$ cat src/rtl/bn128_jb_point_deserializer.sv
// Rebuilds a 768-bit BN128 Jacobian point {z,y,x} from a two-beat result stream ({y,x} then {--,z}).
// Stream interfaces are flattened into <if>_<field> ports; framing errors are pulsed and counted.
module bn128_jb_point_deserializer #(
  parameter int DAT_BITS     = 512,
  parameter int FE_BITS      = 256,
  parameter int ERR_CNT_BITS = 16,
  parameter int PNT_CNT_BITS = 64,
  localparam int PNT_BITS    = 3 * FE_BITS,
  localparam int MOD_BITS    = $clog2(PNT_BITS / 8)
) (
  input  logic                    i_clk,
  input  logic                    i_rst,
  input  logic                    i_res_if_val,
  output logic                    i_res_if_rdy,
  input  logic                    i_res_if_sop,
  input  logic                    i_res_if_eop,
  input  logic [DAT_BITS-1:0]     i_res_if_dat,
  output logic                    o_pnt_if_val,
  input  logic                    o_pnt_if_rdy,
  output logic                    o_pnt_if_sop,
  output logic                    o_pnt_if_eop,
  output logic                    o_pnt_if_err,
  output logic [0:0]              o_pnt_if_ctl,
  output logic [MOD_BITS-1:0]     o_pnt_if_mod,
  output logic [PNT_BITS-1:0]     o_pnt_if_dat,
  output logic [PNT_CNT_BITS-1:0] o_pnt_cnt,
  output logic [ERR_CNT_BITS-1:0] o_err_cnt,
  output logic                    o_err
);

  typedef enum logic [0:0] {
    S_XY = 1'b0,
    S_Z  = 1'b1
  } state_t;

  localparam logic [ERR_CNT_BITS-1:0] ERR_MAX = {ERR_CNT_BITS{1'b1}};
  localparam logic [ERR_CNT_BITS-1:0] ERR_ONE = {{(ERR_CNT_BITS-1){1'b0}}, 1'b1};
  localparam logic [PNT_CNT_BITS-1:0] PNT_ONE = {{(PNT_CNT_BITS-1){1'b0}}, 1'b1};

  state_t             state_r;
  state_t             state_nxt_s;
  logic [FE_BITS-1:0] x_h_r;
  logic [FE_BITS-1:0] y_h_r;
  logic               out_free_s;
  logic               beat_acc_s;
  logic               drain_s;
  logic               frame_err_s;
  logic               ld_xy_s;
  logic               ld_pnt_s;

  assign out_free_s = ~o_pnt_if_val | o_pnt_if_rdy;
  assign beat_acc_s = i_res_if_val & i_res_if_rdy;
  assign drain_s    = o_pnt_if_val & o_pnt_if_rdy;

  // Input ready: beat0-type beats never wait; only a beat1 in S_Z waits for the output slot
  always_comb begin
    i_res_if_rdy = 1'b1;
    case (state_r)
      S_XY: i_res_if_rdy = 1'b1;
      S_Z: begin
        if (i_res_if_sop) begin
          i_res_if_rdy = 1'b1;
        end else begin
          i_res_if_rdy = out_free_s;
        end
      end
      default: i_res_if_rdy = 1'b1;
    endcase
  end

  // Framing decode of the accepted beat
  always_comb begin
    frame_err_s = 1'b0;
    ld_xy_s     = 1'b0;
    ld_pnt_s    = 1'b0;
    state_nxt_s = state_r;
    if (beat_acc_s) begin
      case (state_r)
        S_XY: begin
          if (i_res_if_sop && !i_res_if_eop) begin
            ld_xy_s     = 1'b1;
            state_nxt_s = S_Z;
          end else begin
            frame_err_s = 1'b1;
          end
        end
        S_Z: begin
          case ({i_res_if_sop, i_res_if_eop})
            2'b01: begin
              ld_pnt_s    = 1'b1;
              state_nxt_s = S_XY;
            end
            2'b10: begin
              // Early sop: drop the partial point and treat this beat as a fresh beat0
              frame_err_s = 1'b1;
              ld_xy_s     = 1'b1;
              state_nxt_s = S_Z;
            end
            default: begin
              frame_err_s = 1'b1;
              state_nxt_s = S_XY;
            end
          endcase
        end
        default: begin
          state_nxt_s = S_XY;
        end
      endcase
    end else begin
      state_nxt_s = state_r;
    end
  end

  // State, hold registers, output point register and counters
  always_ff @(posedge i_clk) begin
    if (i_rst) begin
      state_r      <= S_XY;
      x_h_r        <= {FE_BITS{1'b0}};
      y_h_r        <= {FE_BITS{1'b0}};
      o_pnt_if_val <= 1'b0;
      o_pnt_if_sop <= 1'b0;
      o_pnt_if_eop <= 1'b0;
      o_pnt_if_err <= 1'b0;
      o_pnt_if_ctl <= 1'b0;
      o_pnt_if_mod <= {MOD_BITS{1'b0}};
      o_pnt_if_dat <= {PNT_BITS{1'b0}};
      o_pnt_cnt    <= {PNT_CNT_BITS{1'b0}};
      o_err_cnt    <= {ERR_CNT_BITS{1'b0}};
      o_err        <= 1'b0;
    end else begin
      state_r      <= state_nxt_s;
      o_pnt_if_err <= 1'b0;
      o_pnt_if_ctl <= 1'b0;
      o_pnt_if_mod <= {MOD_BITS{1'b0}};
      o_err        <= frame_err_s;
      if (ld_xy_s) begin
        x_h_r <= i_res_if_dat[0 +: FE_BITS];
        y_h_r <= i_res_if_dat[FE_BITS +: FE_BITS];
      end
      if (ld_pnt_s) begin
        o_pnt_if_val <= 1'b1;
        o_pnt_if_sop <= 1'b1;
        o_pnt_if_eop <= 1'b1;
        o_pnt_if_dat <= {i_res_if_dat[0 +: FE_BITS], y_h_r, x_h_r};
      end else if (drain_s) begin
        o_pnt_if_val <= 1'b0;
      end
      if (drain_s) begin
        o_pnt_cnt <= o_pnt_cnt + PNT_ONE;
      end
      if (frame_err_s && (o_err_cnt != ERR_MAX)) begin
        o_err_cnt <= o_err_cnt + ERR_ONE;
      end
    end
  end

endmodule
$ cat config.mk
export PLATFORM = sky130hd
export DESIGN_NAME = bn128_jb_point_deserializer
export DESIGN_NICKNAME = d
export VERILOG_FILES = /design/src/rtl/bn128_jb_point_deserializer.sv
export SDC_FILE = /design/constraint.sdc
export NUM_CORES = 2
export LEC_CHECK = 0
export CAP_MARGIN = 20
export CORE_AREA = 10 10 530 532
export CTS_CLUSTER_SIZE = 24
export DETAILED_ROUTE_END_ITERATION = 10
export DIE_AREA = 0 0 540 542
export GPL_ROUTABILITY_DRIVEN = 0
export SYNTH_ARGS = -nofsm -noshare
export SYNTH_HDL_FRONTEND = slang
export SYNTH_SLANG_ARGS = --single-unit
$ cat constraint.sdc
create_clock -name i_clk -period 4.1 [get_ports i_clk]
set_input_delay 0.41 -clock i_clk [delete_from_list [all_inputs] [get_ports i_clk]]
set_output_delay 0.41 -clock i_clk [all_outputs]
set_load 0.01 [all_outputs]
==> metrics.md <==
| Metric | Value |
|---|---|
| Synth area leaders | dfxtp_1 58%, nand2_1 21%, a21oi_1 14%, clkbuf_1 3.1%, buf_2 0.56% |
| Clock-pin slew on the worst setup and hold paths | 60 ps |
| Starting density of the core | 17.5% |
| Pre-antenna DRT Iters | 5 |
| Post-synth top flop | dfxtp_1 |
| Share of the synthesized area in the top cell type | 57.7% |
| Lkg Pwr | 22.7 nW |
| Post-route ant nets | 0 |
| YS warnings | 0 |
| Met1 Wirelength | 97,200 um |
| Power per Cell Area | 418 nW/um^2 |
| # IOs | 1,380 |
| Core Area | 270,000 um^2 |
| Most common cell after layout, fill and taps aside | nand2_1 |
| Met2 WL | 104,000 um |
| Port Buf Inserts | 1,370 |
| Die Wd | 540 um |
| Total track usage | 15.0% |
| Nets@finish | 7,757 |
| Dominant cell type by area after synthesis | dfxtp_1 |
| # rows | 191 |
| Fin worst setup slack | 1450 ps |
| Layout cell share with drive strength beyond 1 | 5.34% |
| Longest Clk Path Bufs | 4 |
| Simple-gate portion of the synthesized area | 23.1% |
| Crit end category | output pin |
| WL/cell | 21.4 um |
| Vias in the first global route | 42,500 |
| Final critical-path share of the clock period | 64.7% |
| RSZ-0062 raised after global routing | false |
| Die Span Y | 542 um |
| Post-synthesis sequential area ratio | 57.7% |
| Post-CTS setup repair buffer count | 0 |
| Largest net degree at the start of global routing | 124 |
| Setup TNS | 0 ps |
| Uppermost layer routed | met5 |
| Final wirelength | 235,000 um |
| Post-synthesis cell count | 6,030 |
| Post-route minimum period | 2650 ps |
| Critical path type | reg2out |
| Final setup viols | 0 |
| Status | completed |
| Most frequent cells in the layout | 2,589 x nand2_1, 1,369 x clkdlybuf4s50_1, 1,364 x dfxtp_1 |
| Final Max Tran Viols | 0 |
| Vias | 45,300 |
| Yosys reg bits | 1,364 |
| CP Max Fanout | 8 |
| Worst Setup Start Kind | flop |
| First-pass GRT wire length | 326,000 um |
| Vias per cell | 4.14 |
| Layout filler cell count | 29,500 |
| Clk sinks | 1,364 |
| Post-synthesis adder-cell area fraction | 0.0528% |
| Gr ovfl total | 0 |
| CTS Buf Count | 159 |
| Worst Max-Slew Pin Slew | 1000 ps |
| Final Skew | 36.7 ps |
| CTS tree | yes |
| Hold_buf cts | 0 |
| Worst Path Arrival | 2240 ps |
| Largest family of logic cells by synthesized area | simple AND/OR/NAND/NOR gates |
| Routed wl met3 | 28,300 um |
| Post-Synth XOR/XNOR Area | 0.795% |
| Compound-gate portion of the synthesized area | 14.4% |
| Die Area | 293,000 um^2 |
| Post-synthesis cell type count | 40 |
| Fmax | 0.377 GHz |
| Initial DRC count | 3,101 |
| Worst Setup Slack post-DPL | 1100 ps |
| Pwr Total | 29.5 mW |
| Final Hold Viols | 0 |
| Post-CTS resize count | 0 |
| Post-synth EDFFs | 0 |
| Hpwl dp | 182,000 um |
| Initial antenna violation count | 39 |
| Avg Cell Area, Syn | 7.85 um^2 |
| Synthesized cell area | 47,400 um^2 |
| FFs w/ async S/R, synth | 0% |
| Multiplexer share of the synthesized area | 0.0449% |
| Drc violations | 0 |
| Area grow syn2layout | 48.8% |
| CTS root buffer | clkbuf_16 |
| Maximum VDD drop | 0.297 mV |
| H-tree Lvls | 4 |
| Maxcap violations | 0 |
| WP data required | 3690 ps |
| Worst skew pair latency | 830 ps |
| Worst min-delay path class | in2reg |
| Slew HR | 33.3% |
-- critical path, cell delays in order, from the launching register on --
cell and delay (ps):
dfxtp_1 470, nor2b_1 340, nand2_1 120, clkdlybuf4s50_1 510
-- metrics by stage --
| step | instance area, um^2 | util [%] | cells | hold slack, ps |
|---|---|---|---|---|
| floorplan | 47400 | - | 6038 | 432 |
| global placement | 65100 | 24.1 | 10600 | 436 |
| detailed placement | 65100 | 24.1 | 10600 | 441 |
| CTS | 70400 | 26.1 | 10900 | 31.7 |
| global route | 70500 | 26.1 | 10900 | 76.3 |
| finish | 70500 | 26.1 | 10900 | 116 |
-- cell usage after synthesis, drive strengths merged, types with 4 or more instances --
master and instances:
a21oi 1315, and3 9, and4 15, buf 65, clkbuf 393, dfxtp 1364, inv 5, nand2 2589
nand2b 4, nand3 30, nand4 31, nor2 58, nor2b 4, nor3 5, nor4 19, o21ai 24
o31ai 9, or3 22, or4 10, xnor2 21, xor2 22
-- per-layer routing --
metal | GRT usage (%) | vias up
met5 | 0 | -
met3 | 7.71 | 277
met2 | 23.4 | 1571
met1 | 18.1 | 21500
li1 | - | 22000
met4 | 3.77 | 2
-- layout make-up --
cell class | count | area (um^2) | area share, %
inverter | 5 | 18.8 | 0.0266
tap | 3570 | 4470 | 6.34
sequential | 1364 | 27300 | 38.8
multi-input combinational | 4211 | 18200 | 25.9
timing repair buffer | 1496 | 15100 | 21.4
clock inverter | 59 | 747 | 1.06
antenna | 19 | 47.5 | 0.0675
clock buffer | 221 | 4540 | 6.45
-- report_power, final --
group          internal, mW  leakage, nW  switching, mW
Clock                  8.44         2.61           6.02
Combinational         0.661         9.07          0.794
Sequential             13.4         11.0          0.108
-- cells by family after synthesis --
logic type | Yosys count
and+or+nand+nor | 2801
DFF | 1364
AOI/OAI and AO/OA | 1354
buffers and inverters | 463
xor gates and xnor gates | 43
adders and majority gates | 2
muxes | 2
other | 1
-- path summary, 6_finish.rpt --
check	start	to	slack (ps)	cells past startpoint
max	o_pnt_if_val$_SDFFE_PP0P_	i_res_if_rdy	1450	3
min	i_rst	y_h_r[81]$_SDFFE_PP0P_	120	2
max reg2reg	o_pnt_cnt[3]$_SDFFE_PP0P_	o_pnt_cnt[63]$_SDFFE_PP0P_	1590	5
min reg2reg	x_h_r[179]$_SDFFE_PP0P_	o_pnt_if_dat[179]$_SDFFE_PP0P_	430	2
-- state kept, by name, summed over array words and instances (netlist names) --
signal / cells
x_h_r: 256
y_h_r: 256
o_pnt_if_val: 1
o_pnt_if_dat: 768
o_err: 1
o_pnt_if_eop: 1
o_pnt_cnt: 64
state_r: 1
o_err_cnt: 16
(Power assumes the default switching activity.)
